`config.mk`:
```
export PLATFORM = sky130hd
export DESIGN_NAME = ccr_unit
export DESIGN_NICKNAME = d
export VERILOG_FILES = /design/src/rtl/ccr_unit.sv
export SDC_FILE = /design/constraint.sdc
export NUM_CORES = 1
export LEC_CHECK = 0
export BUFFER_PORTS_ARGS = -buffer_cell sky130_fd_sc_hd__buf_2
export CAP_MARGIN = 20
export CORE_MARGIN = 1.5
export CORE_UTILIZATION = 30
export CTS_CLUSTER_SIZE = 30
export DETAILED_ROUTE_END_ITERATION = 16
export PLACE_DENSITY = 0.52
export RECOVER_POWER = 100
export SKIP_CTS_REPAIR_TIMING = 1
export SLEW_MARGIN = 20
export SYNTH_ARGS = -nofsm -noshare
export SYNTH_HDL_FRONTEND = slang
export SYNTH_SLANG_ARGS = --single-unit
```
`constraint.sdc`:
```
create_clock -name clk -period 1.8 [get_ports clk]
set_clock_uncertainty 0.05 [all_clocks]
set_input_delay 0.09 -clock clk [delete_from_list [all_inputs] [get_ports clk]]
set_output_delay 0.09 -clock clk [all_outputs]
set_load 0.02 [all_outputs]
```
`src/rtl/ccr_unit.sv`:
```
// Condition-code register with a 2-deep flag save stack
// for interrupt entry/return, plus sticky stack error bits.
module ccr_unit (
    input  logic       clk,
    input  logic       rst,
    input  logic       stall,
    input  logic [2:0] alu_flags,
    input  logic       flag_wr_en,
    input  logic [2:0] flag_wr_mask,
    input  logic       set_c,
    input  logic       clr_c,
    input  logic       branch_taken,
    input  logic [1:0] jmp_type,
    input  logic       int_save,
    input  logic       rti_restore,
    output logic [3:0] ccr,
    output logic [1:0] depth,
    output logic       ovf_err,
    output logic       unf_err
);

    logic [2:0] flags_q, flags_d;
    logic [2:0] stk0_q, stk0_d;
    logic [2:0] stk1_q, stk1_d;
    logic [1:0] depth_q, depth_d;
    logic       ovf_q, ovf_d;
    logic       unf_q, unf_d;
    logic [2:0] upd;
    logic       full;

    assign full = depth_q[1];

    // Next-state: restore has priority; otherwise flag update plus optional push
    always_comb begin
        flags_d = flags_q;
        stk0_d  = stk0_q;
        stk1_d  = stk1_q;
        depth_d = depth_q;
        ovf_d   = ovf_q;
        unf_d   = unf_q;
        upd     = flags_q;
        if (!stall) begin
            if (rti_restore) begin
                if (depth_q != 2'd0) begin
                    flags_d = full ? stk1_q : stk0_q;
                    depth_d = depth_q - 2'd1;
                end else begin
                    unf_d = 1'b1;
                end
            end else begin
                if (flag_wr_en) begin
                    upd = (upd & ~flag_wr_mask)
                        | (alu_flags & flag_wr_mask);
                end
                if (clr_c) begin
                    upd[2] = 1'b0;
                end else if (set_c) begin
                    upd[2] = 1'b1;
                end
                if (branch_taken) begin
                    unique case (jmp_type)
                        2'b00:   upd[0] = 1'b0;
                        2'b01:   upd[1] = 1'b0;
                        2'b10:   upd[2] = 1'b0;
                        default: upd = upd;
                    endcase
                end
                flags_d = upd;
                // The pushed value is the pre-update register contents
                if (int_save) begin
                    if (full) begin
                        ovf_d = 1'b1;
                    end else begin
                        if (depth_q == 2'd0) begin
                            stk0_d = flags_q;
                        end else begin
                            stk1_d = flags_q;
                        end
                        depth_d = depth_q + 2'd1;
                    end
                end
            end
        end
    end

    // State registers; reset clears everything including saved entries
    always_ff @(posedge clk) begin
        if (rst) begin
            flags_q <= 3'b000;
            stk0_q  <= 3'b000;
            stk1_q  <= 3'b000;
            depth_q <= 2'd0;
            ovf_q   <= 1'b0;
            unf_q   <= 1'b0;
        end else begin
            flags_q <= flags_d;
            stk0_q  <= stk0_d;
            stk1_q  <= stk1_d;
            depth_q <= depth_d;
            ovf_q   <= ovf_d;
            unf_q   <= unf_d;
        end
    end

    assign ccr     = {1'b0, flags_q};
    assign depth   = depth_q;
    assign ovf_err = ovf_q;
    assign unf_err = unf_q;

endmodule

```
# Word-level counts from Yosys, hierarchy flattened
# Cells that the tools add are included.
[op_classes]
add_sub_neg = 2
n_eq_ne = 4
n_mux = 14
bitwise = 9
reduce_logical = 11
[ops]
columns = ["operator", "count"]
rows = [
  ["$mux W3", 5],
  ["$reduce_and A5 Y1", 2],
  ["$mux W2", 4],
  ["$reduce_and A4 Y1", 2],
  ["$and A3 B3 Y3", 2],
  ["$reduce_and A3 Y1", 2],
  ["$mux W1", 5],
  ["$not A1 Y1", 5],
  ["$logic_not A2 Y1", 2],
  ["$reduce_bool A2 Y1", 2],
  ["$not A3 Y3", 1],
  ["$or A3 B3 Y3", 1],
  ["$add A2 B1 Y2 const B", 1],
  ["$eq A2 B1 Y1 const B", 1],
  ["$eq A2 B2 Y1 const B", 1],
  ["$ne A2 B1 Y1 const B", 1],
  ["$ne A2 B2 Y1 const B", 1],
  ["$reduce_and A2 Y1", 1],
  ["$sub A2 B1 Y2 const B", 1],
]
[totals]
register_bits = 13
out_inout_bits = 8

# Longest topological paths before layout
[depth]
depth_word = 9
mapped_depth = 6
ltp_nobuf = 5

# Worst setup path before layout
# Ideal clock, no wire load.
[synth_timing]
path_type = "register to register"
start = "register depth_q[1] (netlist: depth[1])"
end = "register flags_q[2]"
setup_ps = 91
arrival_time_ps = 1532
setup_slack_ps = 127
stages_incl_launch_ff = 7
n_path_buf = 1
synth_period_minus_slack_ps = 1673
cell_sequence = "dfxtp_1 > inv_1 > ha_1 > clkbuf_1 > a21oi_2 > nor2_1 > a311oi_1"
[synth_between]
elab_chain_cells = 3
elab_cells_between_ends = 6
[synth_rtl]
columns = ["item", "line", "rtl"]
rows = [
  ["start: declaration", "25", "logic [1:0] depth_q, depth_d;"],
  ["start signal: assignment", "99", "depth_q <= depth_d;"],
  ["$reduce_bool A2 Y1 or $mux W3 (tied branches)", "44, 45", ""],
  ["$ne A2 B1 Y1 (no source line) or $mux W3 (tied branches)", "--", ""],
  ["$reduce_and A2 Y1 (no source line) or $mux W3 (tied branches)", "--", ""],
  ["end signal: assignment", "96", "flags_q <= flags_d;"],
  ["end: declaration", "22", "logic [2:0] flags_q, flags_d;"],
]
# Several ways; a longest one is shown, not always the timed one. The select of a mux whose other input is x is not followed.
# A chain may end at the register's enable or synchronous reset.

# Worst setup path in the final report
[layout_timing]
start = "register depth_q[0] (netlist: depth[0])"
end = "register flags_q[1]"
[layout_between]
elab_chain_cells = 3
[layout_rtl]
columns = ["item", "line", "rtl"]
rows = [
  ["$reduce_bool A2 Y1", "44", "if (depth_q != 2'd0) begin"],
  ["$ne A2 B1 Y1 (no source line)", "--", ""],
  ["$reduce_and A2 Y1 (no source line)", "--", ""],
]
# No other way between the ends.

==> results.md <==
* Hold path depth at 4
* Clock root cell: clkbuf_4
* Row count at 17
* Power Total at 0.624 mW
* Io pins at 25
* Cell count after synthesis at 82
* Clk sinks at 13
* Register Area at 260 um^2
* Die Ht at 52.1 um
* DR pass1 iterations at 4
* Clock Pin Slew Worst Setup and Hold Paths at 80 ps
* Post-DP HPWL at 1.18 mm
* Largest net degree at the start of global routing at 16
* Period utilization at 85.9%
* PortBufs at 23
* TritonCTS buffer count at 3
* Synth top area cells: dfxtp_1 (36%), mux2i_1 (11%), nor2_1 (6.7%), mux2_2 (6.2%), nand2_1 (3.6%)
* Post-layout net count at 125
* Worst-path cell chain: inv_1 -> ha_1 -> a21oi_2 -> o311a_1 -> nor3_1
* GPL Wtd Cong at 0.624
* Seq/Total Area, Yosys at 36.0%
* CP delay by family, top: compound AO/OA/AOI/OAI gates
* Initial antenna violation count at 0
* Routed length per instance at 11.8 um
* Post-route DRC at 0
* Area of the multi-input gates at 414 um^2
* CTS H-tree lvls at 1
* RSZ-0062 raised after global routing: false
* Register bit total from synthesis at 13
* Setup total negative slack at 0 ps
* Initial DRC Count at 3
* Post-synth EDFFs at 0
* Data arrival, critical path at 1660 ps
* FILL cells at 265
* Via/cell ratio at 4.83
* Yosys warns at 0
* Status: finished, final reports clean
* Core Area at 0.00225 mm^2
* F_max at 647 MHz
* Critical Path Start Type: flop
* Share of layout cells above drive strength 1 at 25.7%
* P_leak at 0.361 nW
* VDD IR max at 0.000377 V
* Finish-stage setup viols at 0
* FFs w/ async S/R, synth at 0%
* Antenna Diode Count at 0
* Synth area leader: dfxtp_1
* Grt ovf at 0
* Min-Delay Endpoint: flags_q[2]
* Mapped cell area at 723 um^2
* CP peak stage delay at 420 ps
* CP Class: flop to flop
* Top cell type's share of synthesized area at 36.0%
* Die X at 52.1 um
* Clock Latency Late Sink at 270 ps
* Worst path slowest cell: dfxtp_1
* Reg-to-reg critical path endpoint: flags_q[1]
* Post-route ant nets at 0
* Hold Crit Start: clr_c
* Main synth FF type: dfxtp_1
* CP endpoint kind: flop
* Fin Hold WS at 84.6 ps
* Die area at 0.00271 mm^2
* Fin crit period at 1550 ps
* WL final at 1.56 mm
* Syn Area/Cell at 8.82 um^2
* Stages on the worst setup path at 5
* Detailed-route via count at 643
* Fin. max-slew vios at 0
* HP Class: primary input to flop
* Worst-case reg-to-reg path depth at 5
* FF-to-FF Start: depth[0]
* Initial Util at 32.1%
* Final-report hold violation count at 0
* Synth cell types at 28
* Total Routing Usage GR at 12.8%
* Req. time, crit path at 1910 ps
* Clk buf depth at 2
* CTS tree: built
* First-pass GRT wire length at 2.57 mm
* Mapped Nets at 101
* Layout area overhead at 19.0%
* R2R Setup Slk at 250 ps
* Critical Path Fanout Max at 9
* Maxcap violations at 0
* Buf/Inv on CP at 1
* Vias in the first global route at 582
* Post-synth top cells: dfxtp_1 (13), nor2_1 (13), mux2i_1 (8), nand2_1 (7)
* Power per cell area at 725 mW/mm^2
state kept, by name, indices dropped and copies added (netlist names):
| signal | count |
|---|---|
| unf_err | 1 |
| stk0_q | 3 |
| ovf_err | 1 |
| flags_q | 3 |
| depth | 2 |
| stk1_q | 3 |
power breakdown:
part	switching, mW	internal (mW)	leakage [nW]
Clock	0.0956	0.0858	0.0150
Combinational	0.0755	0.0536	0.241
Sequential	0.0132	0.300	0.106
layout by cell type, fill, tap and decap left out:
cell	instances
o311a_1	2
nand3b_1	2
clkbuf_1	9
dfxtp_1	13
nand2_1	7
nor3b_1	2
a21oi_1	4
a211oi_1	1
nor2_1	13
inv_1	4
conb_1	1
nor3b_2	1
a31oi_1	1
a311oi_1	1
mux2_2	4
a21oi_2	1
clkbuf_4	3
ha_1	2
nand3_1	1
o21ai_1	1
o21ai_0	2
nor3_1	2
mux2i_1	8
a311oi_2	1
and2_0	1
o31ai_1	1
buf_2	16
and4bb_2	1
routing by layer:
layer	part of all wire [%]	GRT usage [%]	vias up
met1	49	16.8	293
met2	47	20.3	16
met5	0	0	-
li1	-	-	334
met4	0	3.95	0
met3	4.7	3.45	0
worst register-to-register path, cell delays in order, from the launching register on:
cell and delay, ps:
dfxtp_1 420, inv_1 70, ha_1 310, a21oi_2 320, o311a_1 230, nor3_1 50
kinds of logic after synthesis:
family          after synthesis  synth area share (%)
simple gates                 30                  20.9
compound gates               15                  15.1
flops                        13                  36.0
mux                          12                  17.3
buf+inv                       9                  6.75
fa+ha+maj                     2                  3.46
other cells                   1                 0.519
through the flow:
stage	instance area (um^2)	std cells	worst slack [ps]	util (%)
6_report	861	133	254	38.2
3_5_place_dp	847	129	260	37.6
4_1_cts	873	133	233	38.7
5_1_grt	861	133	161	38.2
3_3_place_gp	847	129	287	37.6
2_1_floorplan	723	82	127	-
area by class of cell:
| cell class | count | share of cell area (%) |
|---|---|---|
| clock buffer | 4 | 3.05 |
| multi-input combinational | 60 | 48.1 |
| timing repair buffer | 24 | 12.8 |
| inverter | 4 | 1.74 |
| tap | 28 | 4.07 |
| sequential | 13 | 30.2 |
worst max path at each step:
| stage | from | to | slack, ps |
|---|---|---|---|
| 6_report | depth[0] | flags_q[1] | 250 |
| 5_1_grt | depth[0] | flags_q[1] | 160 |
| 4_1_cts | depth[0] | flags_q[1] | 230 |
| 3_5_place_dp | depth[0] | flags_q[1] | 260 |
| 3_3_place_gp | depth[0] | flags_q[0] | 290 |
| 2_1_floorplan | depth[1] | flags_q[2] | 130 |
No activity file was read; power rests on OpenSTA's default activity.
